===== src/rtl/cpu_defs.sv =====
// Shared widths, constants and address helpers for the pipelined MIPS CPU.
package cpu_defs;

  localparam int INSTR_W = 32;
  localparam int ADDR_W  = 32;
  localparam logic [INSTR_W-1:0] NOP_INSTR = 32'h0000_0000;

  // Reduce a byte address into a power-of-two word memory and force word alignment.
  function automatic logic [ADDR_W-1:0] wrap_addr(input logic [ADDR_W-1:0] addr,
                                                  input int unsigned words);
    logic [ADDR_W-1:0] mask;
    mask = ADDR_W'(words * 4 - 1);
    mask[1:0] = 2'b00;
    return addr & mask;
  endfunction

endpackage


===== src/rtl/sat_counter.sv =====
// Up-counter that sticks at all-ones instead of wrapping.
module sat_counter #(
  parameter int W = 16
) (
  input  logic         clk,
  input  logic         rst,
  input  logic         inc,
  output logic [W-1:0] cnt
);

  always_ff @(posedge clk or posedge rst) begin
    if (rst) begin
      cnt <= '0;
    end else if (inc && (cnt != '1)) begin
      cnt <= cnt + 1'b1;
    end
  end

endmodule


===== src/rtl/fetch_stage.sv =====
// Instruction-fetch stage: owns the PC, feeds the IF/ID register, handles
// stalls and redirects, and keeps fetch/stall performance counters.
module fetch_stage
  import cpu_defs::*;
#(
  parameter logic [31:0] RESET_PC   = 32'h0000_0000,
  parameter int          IMEM_WORDS = 32,
  parameter int          CNT_W      = 16
) (
  input  logic               clk_i,
  input  logic               rst_i,
  input  logic               stall_i,
  input  logic               redirect_i,
  input  logic [ADDR_W-1:0]  redirect_pc_i,
  input  logic [INSTR_W-1:0] instr_i,
  output logic [ADDR_W-1:0]  pc_addr_o,
  output logic [INSTR_W-1:0] ifid_instr_o,
  output logic [ADDR_W-1:0]  ifid_pc4_o,
  output logic               ifid_valid_o,
  output logic [CNT_W-1:0]   fetch_cnt_o,
  output logic [CNT_W-1:0]   stall_cnt_o
);

  logic [ADDR_W-1:0]  pc_p0;
  logic [ADDR_W-1:0]  pc_next;
  logic [INSTR_W-1:0] instr_p1;
  logic [ADDR_W-1:0]  pc4_p1;
  logic               vld_p1;
  logic               fetch_inc;
  logic               stall_inc;

  assign pc_next   = wrap_addr(pc_p0 + 32'd4, IMEM_WORDS);
  assign fetch_inc = !redirect_i && !stall_i;
  assign stall_inc = !redirect_i && stall_i;

  // IF -> ID boundary: redirect flushes to a bubble, stall holds, else advance.
  always_ff @(posedge clk_i or posedge rst_i) begin
    if (rst_i) begin
      pc_p0    <= RESET_PC;
      instr_p1 <= NOP_INSTR;
      pc4_p1   <= '0;
      vld_p1   <= 1'b0;
    end else if (redirect_i) begin
      pc_p0    <= wrap_addr(redirect_pc_i, IMEM_WORDS);
      instr_p1 <= NOP_INSTR;
      pc4_p1   <= '0;
      vld_p1   <= 1'b0;
    end else if (!stall_i) begin
      pc_p0    <= pc_next;
      instr_p1 <= instr_i;
      pc4_p1   <= pc_next;
      vld_p1   <= 1'b1;
    end
  end

  assign pc_addr_o    = pc_p0;
  assign ifid_instr_o = instr_p1;
  assign ifid_pc4_o   = pc4_p1;
  assign ifid_valid_o = vld_p1;

  sat_counter #(.W(CNT_W)) u_fetch_cnt (
    .clk (clk_i),
    .rst (rst_i),
    .inc (fetch_inc),
    .cnt (fetch_cnt_o)
  );

  sat_counter #(.W(CNT_W)) u_stall_cnt (
    .clk (clk_i),
    .rst (rst_i),
    .inc (stall_inc),
    .cnt (stall_cnt_o)
  );

endmodule

===== config.mk =====
export PLATFORM = sky130hd
export DESIGN_NAME = fetch_stage
export DESIGN_NICKNAME = d
export VERILOG_FILES = /design/src/rtl/cpu_defs.sv /design/src/rtl/sat_counter.sv /design/src/rtl/fetch_stage.sv
export SDC_FILE = /design/constraint.sdc
export NUM_CORES = 1
export LEC_CHECK = 0
export ABC_CLOCK_PERIOD_IN_PS = 2790
export CAP_MARGIN = 20
export CORE_ASPECT_RATIO = 0.5
export CORE_MARGIN = 5
export CORE_UTILIZATION = 43
export CTS_BUF_LIST = sky130_fd_sc_hd__clkbuf_16
export CTS_CLUSTER_SIZE = 30
export DETAILED_ROUTE_END_ITERATION = 8
export GPL_TIMING_DRIVEN = 0
export PLACE_DENSITY = 0.83
export SLEW_MARGIN = 20
export SYNTH_ARGS = -nofsm -noshare
export SYNTH_HDL_FRONTEND = slang
export SYNTH_HIERARCHICAL = 1
export SYNTH_SLANG_ARGS = --single-unit

===== constraint.sdc =====
create_clock -name clk_i -period 2.79 [get_ports clk_i]
set_input_delay 0.279 -clock clk_i [delete_from_list [all_inputs] [get_ports clk_i]]
set_output_delay 0.279 -clock clk_i [all_outputs]
set_load 0.05 [all_outputs]

# After elaboration in Yosys (flattened, before gate mapping)
# Cells that the tools add are included.
dict set report totals {
  out_inout_bits 129
  inputBits 68
  ff_bits 129
  wordCells 25
}
dict set report classes {
  eq_ne 3
  addsub 3
  n_reduce_logical 6
  n_mux 7
}
# op n
set ops {}
lappend ops {{two-way mux 32 bit} 5}
lappend ops {{adder 16 x 1 -> 16 bit (second input constant)} 2}
lappend ops {{inequality test 16 bit (second input constant)} 2}
lappend ops {{adder 7 x 3 -> 7 bit (second input constant)} 1}
lappend ops {{logical AND 1 bit} 4}
lappend ops {{logical NOT 1 bit} 2}
lappend ops {{two-way mux 1 bit} 2}
lappend ops {{inequality test 2 x 1 -> 1 bit (second input constant)} 1}

# Longest topological paths before layout
dict set report depth {
  depth_word 3
  depth_mapped 7
  mapped_depth_nobuf 6
}

# By module
# Netlist, hierarchy kept.
# module n_inst cells_per_inst area_per_inst_um2 seq_area_each_um2
set by_module_without_submodules {}
lappend by_module_without_submodules {fetch_stage 1 214 2229.6 1076.0}
lappend by_module_without_submodules {sat_counter 2 71 805.8 400.4}

# Worst setup path before layout
# OpenSTA, ideal clock, no wires.
dict set report synth_path {
  path_kind {reg2reg}
  start {reg u_fetch_cnt.cnt[0]}
  end {reg u_fetch_cnt.cnt[1]}
  path_slack_ps 926
  period_less_slack_ps 1864
  arrival_ps 1740
  stages_incl_launch_ff 6
  required_time_ps 2665
  setup_time_ps 125
  path_buffers 0
  cell_sequence {dfrtp_1 -> ha_1 -> and3_1 -> nand4_4 -> nand2_2 -> mux2_2}
}
dict set report synth_via {
  elab_chain_cells 2
  word_cells_on_any_way 3
  classes_between {add/sub: 1; eq/ne: 1; reduce/logical: 1}
}
# element line_no
set synth_rtl {}
lappend synth_rtl {{start: declaration} sat_counter.sv:8} ;# output logic [W-1:0] cnt
lappend synth_rtl {{start signal: assignment} sat_counter.sv:15} ;# cnt <= cnt + 1'b1;
lappend synth_rtl {{parallel branches: the longest is 2 deep, another holds adder 16 x 1 -> 16 bit} -}
# Parallel ways; which one is timed is not known.
# A chain may end at the register's enable or synchronous reset.

# Final worst setup path
dict set report layout_path {
  start {in stall_i}
  end {reg u_fetch_cnt.cnt[14]}
}
dict set report layout_via {
  elab_chain_cells 3
}
# element line_no
set layout_rtl {}
lappend layout_rtl {{start: declaration} fetch_stage.sv:12} ;# input logic stall_i,
lappend layout_rtl {{logical NOT 1 bit} -}
lappend layout_rtl {{logical AND 1 bit} fetch_stage.sv:33} ;# assign fetch_inc = !redirect_i && !stall_i;
lappend layout_rtl {{net fetch_inc} fetch_stage.sv:29} ;# logic fetch_inc;
lappend layout_rtl {{logical AND 1 bit} sat_counter.sv:14} ;# end else if (inc && (cnt != '1)) begin
# The timed path passes the listed nets, and every way through them passes these cells.

==> summary.txt <==
Detailed routing
  – Vias/cell: 4.578
  – Via Count: 3012
  – DRC Markers: 0
  – DRT Wirelength: 9402 µm
  – TritonRoute pass-1 iters: 4
  – DR iter-0 viols: 159
  – Per-cell routed wire length: 14.29 µm
  – Post-route ant nets: 0

Global route
  – Vias in the first global route: 3105
  – All-layer global routing usage: 17.41%
  – Initial antenna violation count: 0
  – Grt total ovfl: 0
  – Largest net degree at the start of global routing: 32
  – First-pass GRT wire length: 15390 µm

Synthesis
  – Ranking of synthesized cells by area: dfrtp_1, buf_4, mux2i_1, xnor2_1, nor2_1
  – Async set-or-reset flop fraction in the synthesized netlist: 100.0%
  – Register area share after synthesis: 48.86%
  – Yosys reg bits: 75
  – Yosys warning total: 6
  – Post-Syn Area: 3841 µm²
  – Post-synth top cells: dfrtp_1, buf_4, nor2_1, mux2i_1, xnor2_1
  – Mapped Cells: 356
  – Area leader, netlist: dfrtp_1
  – Ys flop type: dfrtp_1
  – Synthesized area per cell: 10.79 µm²
  – Synth top area share: 48.86%
  – Post-synth EDFFs: 0
  – Cell with the most instances after synthesis: dfrtp_1
  – Post-synthesis cell type count: 34

Timing
  – Final Max Tran Viols: 0
  – Setup_tns: 0 ns
  – Final Cycle Share: 77.50%
  – Setup ws final: 0.6279 ns
  – Relative slew slack: 58.91%
  – Final min period: 2.162 ns
  – Setup Viol. Count Final: 0
  – Hold Vio Cnt, Final: 0
  – RSZ-0062 raised after global routing: false
  – Measured slew at the worst slew-check pin: 0.6156 ns
  – Clock skew: 0.004663 ns
  – Maximum clock rate: 462.5 MHz

Layout
  – Layout area overhead: 46.94%
  – N_diodes: 0
  – Fraction of layout cells with a size suffix above 1: 17.38%
  – Fin nets: 607

CTS
  – Hold_buf cts: 0
  – Clock Latency Late Sink: 0.33 ns
  – CTS Buf Count: 9
  – Clk Tree Root Cell: clkbuf_16
  – CTS tree: done
  – Max clock buf depth: 2
  – CTS sink cnt: 75
  – Reg clk slew, reported paths: 0.06 ns
  – # Post-CTS Setup Buffers: 0
  – H-tree depth: 3
  – Post-CTS sizing: 0

Setup path
  – Critical setup path kind: in2reg
  – Worst setup EP type: flop
  – Critical path arrival: 2.38 ns
  – Crit-path max cell delay: 0.44 ns
  – Required time of the critical path: 3.01 ns
  – Maximum fanout along the worst path: 10
  – Startpoint types: input pin
  – Critical path's slowest cell: clkdlybuf4s50_1
  – CP cell instances: clkdlybuf4s50_1, buf_6, or2_2, inv_1, and4_1, nand3_1, nor2_1, mux2_2

Floorplanning
  – Die width: 143.7 µm
  – Starting Density: 44.11%
  – I/O pins: 197
  – Die Y-Extent: 76.83 µm
  – Row cnt: 24
  – Core box area: 8708 µm²
  – Total Die Area: 11040 µm²

Power
  – Pwr dens: 674.6 nW/µm²
  – Cell leakage power: 2.741 nW
  – Worst VDD drop: 0.3649 mV

Place
  – DP HPWL: 7330 µm
  – I/O Buffers: 115
  – Pre-CTS WS: 0.3155 ns
  – GPL Wtd Cong: 0.8219

Min path
  – Type of the most critical hold path: in2async

Run
  – Max_cap viols: 0

Run status
  – Status: completed
## logic make-up after synthesis
group,synth area share [%]
buffers and inverters,12.70
and+or+nand+nor,18.18
DFF,48.86
xor gates and xnor gates,6.156
AOI/OAI and AO/OA,2.736
muxes,10.29
other,0.09763
adders and majority gates,0.9773
## routing by layer
layer | routed length (µm) | global-route usage [%]
met2 | 4607 | 28.75
met5 | 0 | 0
met3 | 544 | 4.475
met4 | 313 | 7.895
met1 | 3936 | 21.45
## worst max-delay path, delay by kind of cell
kind	cells	cell delay (ns)
AND/OR/NAND/NOR	4	1.00
buffers and inverters	3	0.76
multiplexers	1	0.34
## where the power goes
group | leakage [nW] | internal, mW | switching [mW] | total, mW
clock network | 0.141 | 0.681 | 0.441 | 1.12
registers | 0.990 | 1.21 | 0.159 | 1.37
logic | 1.61 | 0.454 | 0.858 | 1.31
## flip-flops by register name (all words and copies together), names as in the netlist
register and count:
ifid_instr_o 32, ifid_pc4_o 5, ifid_valid_o 1, pc_addr_o 5, u_fetch_cnt/cnt 16, u_stall_cnt/cnt 16
## path summary, 6_finish.rpt
path                                                 start                               to  slack, ns  cells past startpoint
max                                                stall_i  u_fetch_cnt/cnt[14]$_DFFE_PP0P_       0.63                      8
min                                                  rst_i         pc_addr_o[4]$_DFFE_PP0N_       0.28                      2
max reg2reg                 u_fetch_cnt/cnt[0]$_DFFE_PP0P_  u_fetch_cnt/cnt[14]$_DFFE_PP0P_       1.00                      5
min reg2reg                u_stall_cnt/cnt[15]$_DFFE_PP0P_  u_stall_cnt/cnt[15]$_DFFE_PP0P_       0.51                      1
max in group asynchronous                            rst_i   u_fetch_cnt/cnt[4]$_DFFE_PP0P_       1.97                      2
min in group clk_i         u_stall_cnt/cnt[15]$_DFFE_PP0P_  u_stall_cnt/cnt[15]$_DFFE_PP0P_       0.51                      1
## cell usage in the layout (no fill, tap or decap), drive strengths merged
cell           Yosys  layout
clkinv             0       2
xnor2             24      24
mux2i             35      35
and4               8       8
inv                6       8
nor4               2       2
dfrtp             75      75
bufinv             0       1
nand2b             2       2
o21ai              6       6
o21a               3       3
mux2               4       4
nand4             14      14
nor2              42      42
nand2             19      19
nand3             17      17
ha                 3       3
or2                1       1
xor2               3       3
a21oi              9       9
a22oi              1       1
and3              10      10
buf               61      62
and2               2       2
or4                1       1
clkbuf             3      12
clkinvlp           0       2
clkdlybuf4s50      0     115
conb               1      54
nor2b              4       4
## area by class of cell
| type | instances | area [µm²] |
|---|---|---|
| fill | 669 | 3064 |
| sequential | 75 | 1877 |
| multi-input combinational | 264 | 1675 |
| timing repair buffer | 116 | 1171 |
| buffer | 64 | 465.4 |
| clock buffer | 9 | 225.2 |
| tap | 117 | 146.4 |
| clock inverter | 7 | 61.31 |
| inverter | 6 | 22.52 |
## metrics by stage
| step | total power [mW] | cells | cell area (µm²) | hold slack, ns | utilization [%] |
|---|---|---|---|---|---|
| after global routing | 3.976 | 658 | 5644 | 0.3132 | 64.81 |
| after CTS | 3.832 | 658 | 5644 | 0.2868 | 64.81 |
| after floorplan | 2.284 | 409 | 4040 | 0.1927 | - |
| final | 3.807 | 658 | 5644 | 0.2816 | 64.81 |
| after global placement | 2.675 | 641 | 5338 | 0.4663 | 61.29 |
| after detailed placement | 2.708 | 642 | 5358 | 0.4788 | 61.52 |
Power figures use the tool's default switching activity.
